**config.mk**
```make
export PLATFORM = sky130hd
export DESIGN_NAME = alu
export DESIGN_NICKNAME = d
export VERILOG_FILES = /design/src/rtl/alu.sv
export SDC_FILE = /design/constraint.sdc
export NUM_CORES = 1
export LEC_CHECK = 0
export ABC_AREA = 0
export CAP_MARGIN = 20
export CORE_MARGIN = 3
export CORE_UTILIZATION = 40
export CTS_CLUSTER_DIAMETER = 80
export DETAILED_ROUTE_END_ITERATION = 8
export SLEW_MARGIN = 20
export SYNTH_ARGS = -nofsm -noshare
export SYNTH_HDL_FRONTEND = slang
export SYNTH_SLANG_ARGS = --single-unit
```
**constraint.sdc**
```tcl
create_clock -name clk -period 6.2 [get_ports clk]
set_input_delay 0.93 -clock clk [delete_from_list [all_inputs] [get_ports clk]]
set_output_delay 0.93 -clock clk [all_outputs]
set_load 0.005 [all_outputs]
```
**src/rtl/alu.sv**
```systemverilog
// 32-bit execute-stage ALU: combinational result/zero plus a one-cycle
// registered copy (result_q, zero_q, out_valid) for pipelined consumers.
module alu #(
    parameter int WIDTH = 32
) (
    input  logic             clk,
    input  logic             rst_n,
    input  logic [2:0]       opcode,
    input  logic [WIDTH-1:0] left,
    input  logic [WIDTH-1:0] right,
    input  logic             in_valid,
    output logic [WIDTH-1:0] result,
    output logic             zero,
    output logic [WIDTH-1:0] result_q,
    output logic             zero_q,
    output logic             out_valid
);

    localparam int SHW = $clog2(WIDTH);

    typedef enum logic [2:0] {
        OP_ADD  = 3'b000,
        OP_SLL  = 3'b001,
        OP_SLT  = 3'b010,
        OP_SLTU = 3'b011,
        OP_SUB  = 3'b100,
        OP_SRL  = 3'b101,
        OP_OR   = 3'b110,
        OP_AND  = 3'b111
    } op_e;

    typedef struct packed {
        logic [WIDTH-1:0] res;
        logic             zero;
        logic             vld;
    } out_s;

    logic [SHW-1:0] shamt;
    logic           lt_s;
    logic           lt_u;
    out_s           out_r;

    // Upper bits of right never reach the shifter, so a shift by WIDTH is a shift by 0.
    assign shamt = right[SHW-1:0];
    assign lt_s  = $signed(left) < $signed(right);
    assign lt_u  = left < right;

    always_comb begin
        result = '0;
        unique case (op_e'(opcode))
            OP_ADD:  result = left + right;
            OP_SLL:  result = left << shamt;
            OP_SLT:  result = {{(WIDTH-1){1'b0}}, lt_s};
            OP_SLTU: result = {{(WIDTH-1){1'b0}}, lt_u};
            OP_SUB:  result = left - right;
            OP_SRL:  result = left >> shamt;
            OP_OR:   result = left | right;
            OP_AND:  result = left & right;
        endcase
    end

    assign zero = (result == '0);

    always_ff @(posedge clk or negedge rst_n) begin
        if (!rst_n) begin
            out_r <= '0;
        end else begin
            out_r.vld <= in_valid;
            if (in_valid) begin
                out_r.res  <= result;
                out_r.zero <= zero;
            end
        end
    end

    assign result_q  = out_r.res;
    assign zero_q    = out_r.zero;
    assign out_valid = out_r.vld;

endmodule

```
# Word level (Yosys, flattened, before mapping)
# Index checks and enable logic that the tools add are counted.
[word_totals] input_bits=70 out_inout_bits=67 register_bits=34
[op_classes] order_cmp=2 muxes=1 shift=2 reduce_logical=2 n_eq_ne=7 add_sub_neg=2 bitwise_logic=2
[op_table] operator="32-bit one-hot mux with 8 select lines" count=1
[op_table] operator="32-bit less-than comparator" count=2
[op_table] operator="32-bit adder" count=1
[op_table] operator="32-bit bitwise AND" count=1
[op_table] operator="32-bit zero test" count=1
[op_table] operator="32-bit OR" count=1
[op_table] operator="32-bit by 5-bit left shift with 32-bit output" count=1
[op_table] operator="32-bit by 5-bit right shift with 32-bit output" count=1
[op_table] operator="32-bit subtractor" count=1
[op_table] operator="3-bit equality test, second input constant" count=4
[op_table] operator="3-bit by 2-bit equality test with 1-bit output, second input constant" count=2
[op_table] operator="3-bit by 1-bit equality test with 1-bit output, second input constant" count=1
[op_table] operator="3-bit zero test" count=1

# Longest topological paths before layout
# Gate-level depths: netlist (run 1).
[logic_depth] depth_word=3 ltp_mapped=17

# Least setup slack after synthesis (run 1)
# Ideal clock, no wire load.
[synth_path] path_kind="in2out" start="input right[2]" end="output zero" stages=16 t_required_ns=5.270 arrival_time_ns=4.439 n_path_buf=5 setup_slack_ns=0.831 path_cell_list="buf_6 buf_6 clkinv_1 buf_2 buf_1 ha_1 buf_2 or4_1 a21oi_1 a21boi_0 xor2_1 a211oi_1 o2111ai_1 nor4_2 nand4_1 nor4_2"
[synth_via] elab_chain_len=3 elab_cells_between_ends=10 classes_between="add/sub: 2; order compare: 2; shift: 2; mux: 1; bitwise: 2; reduce/logical: 1"
[synth_lines] item="from (decl)" line="10" source="input logic [WIDTH-1:0] right,"
[synth_lines] item="32-bit subtractor (tied with other cells)" line="55" source="OP_SUB: result = left - right;"
[synth_lines] item="32-bit one-hot mux with 8 select lines (*)" line="50" source="unique case (op_e'(opcode))"
[synth_lines] item="32-bit zero test (*)" line="62" source="assign zero = (result == '0);"
[synth_lines] item="to (decl)" line="13" source="output logic zero,"
# Every way passes the cells marked *; elsewhere a longest branch is shown, timed or not.

# Worst setup path after layout (run 1)
[layout_path] start="input right[12]" end="output zero"
[layout_via] elab_chain_len=3 elab_cells_between_ends=8 classes_between="add/sub: 2; order compare: 2; mux: 1; bitwise: 2; reduce/logical: 1"
[layout_lines] item="32-bit subtractor (tied with other cells)" line="55"
[layout_lines] item="32-bit one-hot mux with 8 select lines (*)" line="50"
[layout_lines] item="32-bit zero test (*)" line="62"
# Marks and branches as above.

==> out/summary.log, run 1 <==
[run_status] status complete, no violations
[synth] sequential-to-total area share from yosys stat 0.0755
[drt] number of DRC markers after the initial detailed-route iteration 1731
[pwr] worst vdd rail ir drop 0.134 mV
[floorplanning] DIE WIDTH 174 microns
[clocking] CTS tree yes
[timing] max-slew violations 0
[clocking] clock root cell sky130_fd_sc_hd__clkbuf_16
[drt] Vias/cell 6.59
[global_routing] global-route wire length before repair 86.8 mm
[worst_setup_path] cell at the slowest stage of the critical path sky130_fd_sc_hd__clkdlybuf4s50_1
[synth] number of nets in the synthesized netlist 1721
[final_layout] count of antenna diodes in the layout 0
[pwr] portion of total power attributed to combinational logic 0.718
[clocking] clock transition at the registers of the reported paths 0.05 ns
[timing] Slew headroom 0.266
[worst_setup_path] Setup crit start kind input port
[placed_design] placed cell area 13800 sq um
[placed_design] PortBufs 136
[pwr] power density over the cells 137 nW/um^2
[global_routing] number of global-route vias before repair 13000
[worst_setup_path] worst endpoint data arrival time 5.12 ns
[timing] final critical-path share of the clock period 0.976
[pwr] share of total power in sequential cells 0.140
[timing] crit path time final 6.05 ns
[pwr] total design power 0.00194 W
[worst_setup_path] reg2reg setup slack 5.45 ns
[synth] most used flip-flop cell after synthesis sky130_fd_sc_hd__dfrtp_1
[worst_setup_path] delay of the slowest cell on the worst path 0.56 ns
[worst_setup_path] Worst Setup End Kind primary output
[final_layout] final standard cell count with taps included and fillers excluded 2125
[worst_setup_path] Critical Path Fanout Max 12
[global_routing] met2 Usage GRT 0.577
[synth] Mapped Area 11300 sq um
[floorplanning] count of standard-cell rows 60
[final_layout] fin nets 1921
[run] number of max-cap violations 0
[final_layout] proportion of layout cells with a drive suffix above 1 0.180
[placed_design] Post-Place Setup Slack -0.0684 ns
[synth] mean post-synth cell area 7.26 sq um
[timing] Max Clock Skew 0 ns
[worst_setup_path] count of buffering cells on the critical path with inverters included 4
[pwr] Net Switching 0.000929 W
[worst_setup_path] cells traversed along the worst timing path clkdlybuf4s50_1 -> inv_1 -> ha_1 -> buf_4 -> nand2_1 -> nor2_1 -> a22oi_2 -> mux2i_1 -> or4_4 -> a211oi_4 -> nand4_1 -> nor4_4 -> nand4_1 -> nor4_2 -> clkdlybuf4s50_1
[global_routing] number of antenna violations at the first check in global routing 1
[hold_path] WHS Path Cells 2
[synth] Syn Inst Count 1552
[timing] count of final setup violators 0
[worst_setup_path] critical register-to-register path endpoint result_q[1]
[floorplanning] effective utilization at floorplan 0.412
[timing] total negative slack for setup checks 0 ns
[global_routing] gr busiest metal met2
[drt] number of DRC violations after detailed routing 0
[synth] Netlist cell types 105
[floorplanning] I/O Pins 137
[pwr] leakage power of the design 5.96 nW
[floorplanning] die area 30200 sq um
[clocking] number of levels the H-tree was split into 2
[timing] min setup slack post-route 0.147 ns
[drt] routed wire length 59.4 mm
[clocking] number of hold buffers added after CTS 0
[global_routing] global-route total usage across every layer 0.374
[worst_setup_path] Critical Path Stages 15
[global_routing] met1 track utilization from global routing 0.524
[worst_setup_path] worst reg2reg path startpoint result_q[1]
[pwr] cell internal power dissipation 0.00101 W
[worst_setup_path] critical path class input port to primary output
[placed_design] routability congestion estimate 1.04
[floorplanning] CORE AREA 27300 sq um
[synth] number of register bits inferred by synthesis 34
[synth] number of flops mapped to enable cells by yosys 0
[global_routing] global route total overflow 0
[global_routing] met3 global-route usage 0.0782
[timing] final-report hold violation count 0
[clocking] CTS Buf Count 5
[clocking] Clock Path Buffers 2
[hold_path] sink of the worst hold path zero_q
[worst_setup_path] length in cells of the worst reg-to-reg path 1
[drt] total number of vias 14000
[drt] final routed wire length divided by cell count 28.0 microns
[hold_path] Min-Delay Path Class flip-flop to flip-flop
[timing] maximum clock rate 165 MHz
[clocking] TritonCTS sink count 34
[floorplanning] Die Ht 174 microns
[synth] Async S/R FF share, synth 1.00
[timing] actual slew at the worst max-slew pin 1.09 ns
[global_routing] pin count of the biggest net entering global routing 48
[placed_design] DP HPWL 48.8 mm
[worst_setup_path] CP required 5.27 ns
[synth] Yosys warning total 0
[hold_path] startpoint of the lowest-slack hold path zero_q
[drt] Post-DRT Antenna Nets 0
[placed_design] placed cell count 2115
[pwr] Clock Power Share 0.142
[final_layout] synthesis-to-layout area growth 25.5%
[pwr] switching share of total power 0.478
[clocking] worst skew pair latency 0.28 ns
[drt] DR pass1 iterations 6
[final_layout] final std cell area, no fill 14100 sq um
[worst_setup_path] Worst path top cell family by delay simple AND/OR/NAND/NOR gates
repair_timing:
item	in CTS	in global routing
setup endpoints to repair	1	1
buffers inserted	0	2
pin swaps	0	8
gates resized for setup	2	28
cell families (layout without fill, tap and decap cells):
| logic type | count (synthesis) | count (layout) | synth area share |
|---|---|---|---|
| AND/OR/NAND/NOR | 536 | 536 | 0.230 |
| multiplexers | 138 | 138 | 0.174 |
| flip-flops | 34 | 34 | 0.0755 |
| XOR/XNOR | 18 | 18 | 0.0140 |
| AO/OA/AOI/OAI | 497 | 497 | 0.301 |
| buffers and inverters | 230 | 431 | 0.0941 |
| adder cells (fa/ha/maj) | 99 | 99 | 0.111 |
registers in the layout, summed over array words and instances (netlist names):
register	count
result_q	32
zero_q	1
out_valid	1
synthesized netlist by cell type, types with 26 or more instances:
| master | instances | area, sq um |
|---|---|---|
| sky130_fd_sc_hd__a211oi_1 | 30 | 225 |
| sky130_fd_sc_hd__inv_1 | 106 | 398 |
| sky130_fd_sc_hd__o21ai_0 | 94 | 470 |
| sky130_fd_sc_hd__clkbuf_1 | 65 | 244 |
| sky130_fd_sc_hd__ha_1 | 97 | 1210 |
| sky130_fd_sc_hd__dfrtp_1 | 34 | 851 |
| sky130_fd_sc_hd__nand3_1 | 36 | 180 |
| sky130_fd_sc_hd__nand2_1 | 124 | 465 |
| sky130_fd_sc_hd__nor2_1 | 189 | 709 |
| sky130_fd_sc_hd__o211ai_1 | 26 | 195 |
| sky130_fd_sc_hd__mux4_2 | 34 | 766 |
| sky130_fd_sc_hd__buf_2 | 28 | 140 |
| sky130_fd_sc_hd__mux2i_1 | 64 | 641 |
| sky130_fd_sc_hd__a21oi_1 | 122 | 611 |
| sky130_fd_sc_hd__nor3_1 | 40 | 200 |
| sky130_fd_sc_hd__mux2_2 | 26 | 293 |
area by class of cell:
type	count	area (sq um)
Fill cell	2767	13200
Clock buffer	8	166
Tap cell	372	465
Inverter	109	409
Multi-Input combinational cell	1288	9500
Timing Repair Buffer	314	2750
Sequential cell	34	851
through the flow:
stage / hold slack [ns] / utilization
2_1_floorplan: 0.475 / -
3_3_place_gp: 0.474 / 0.506
3_5_place_dp: 0.472 / 0.506
4_1_cts: 0.489 / 0.512
5_1_grt: 0.508 / 0.517
6_report: 0.488 / 0.517
power by group through the flow:
stage	Clock, W	Sequential, W	Combinational (W)
after floorplan	0	0.000277	0.000708
after global placement	0	0.000273	0.00133
after detailed placement	0	0.000275	0.00133
after CTS	0.000281	0.000272	0.00134
after global routing	0.000291	0.000276	0.00147
final	0.000276	0.000271	0.00140
how the worst max path moves through the flow:
stage	startpoint	to	slack (ns)
2_1_floorplan	right[2]	zero	0.83
3_3_place_gp	left[0]	zero	0.09
3_5_place_dp	left[0]	zero	-0.07
4_1_cts	left[0]	zero	0.02
5_1_grt	left[0]	zero	-0.01
6_report	right[12]	zero	0.15
routing by layer:
layer	routed length, microns	share of wire
met1	24800	0.42
met2	25800	0.43
met3	6410	0.11
met4	2370	0.040
met5	15	0.00025
cells in the final DEF, fill, tap and decap left out, drive strengths merged, types with 9 or more instances in the layout:
cell type      count
o31ai             26
a21oi            122
nand2b            18
nand4             22
dfrtp             34
nor2b             12
o221ai            16
or3               12
mux4              39
nor2             189
ha                97
a21o              13
mux2i             67
nor3              41
or4               11
a22oi             14
buf              183
o21ai             97
a31oi             16
clkdlybuf4s50    129
a221oi            17
nand3             36
nor4              24
o22ai             25
mux2              32
inv              108
nand2            124
o211ai            27
o311ai             9
xnor2             15
a211oi            35
No activity file was read; power rests on OpenSTA's default activity.
==> run 2, diff against run 1 <==
--- a/config.mk
+++ b/config.mk
@@ -11,7 +11,6 @@
 export CORE_UTILIZATION = 40
 export CTS_CLUSTER_DIAMETER = 80
 export DETAILED_ROUTE_END_ITERATION = 8
-export SLEW_MARGIN = 20
 export SYNTH_ARGS = -nofsm -noshare
 export SYNTH_HDL_FRONTEND = slang
 export SYNTH_SLANG_ARGS = --single-unit
==> results of run 2 <==
Final layout, timing and power as in run 1 (identical DEF).
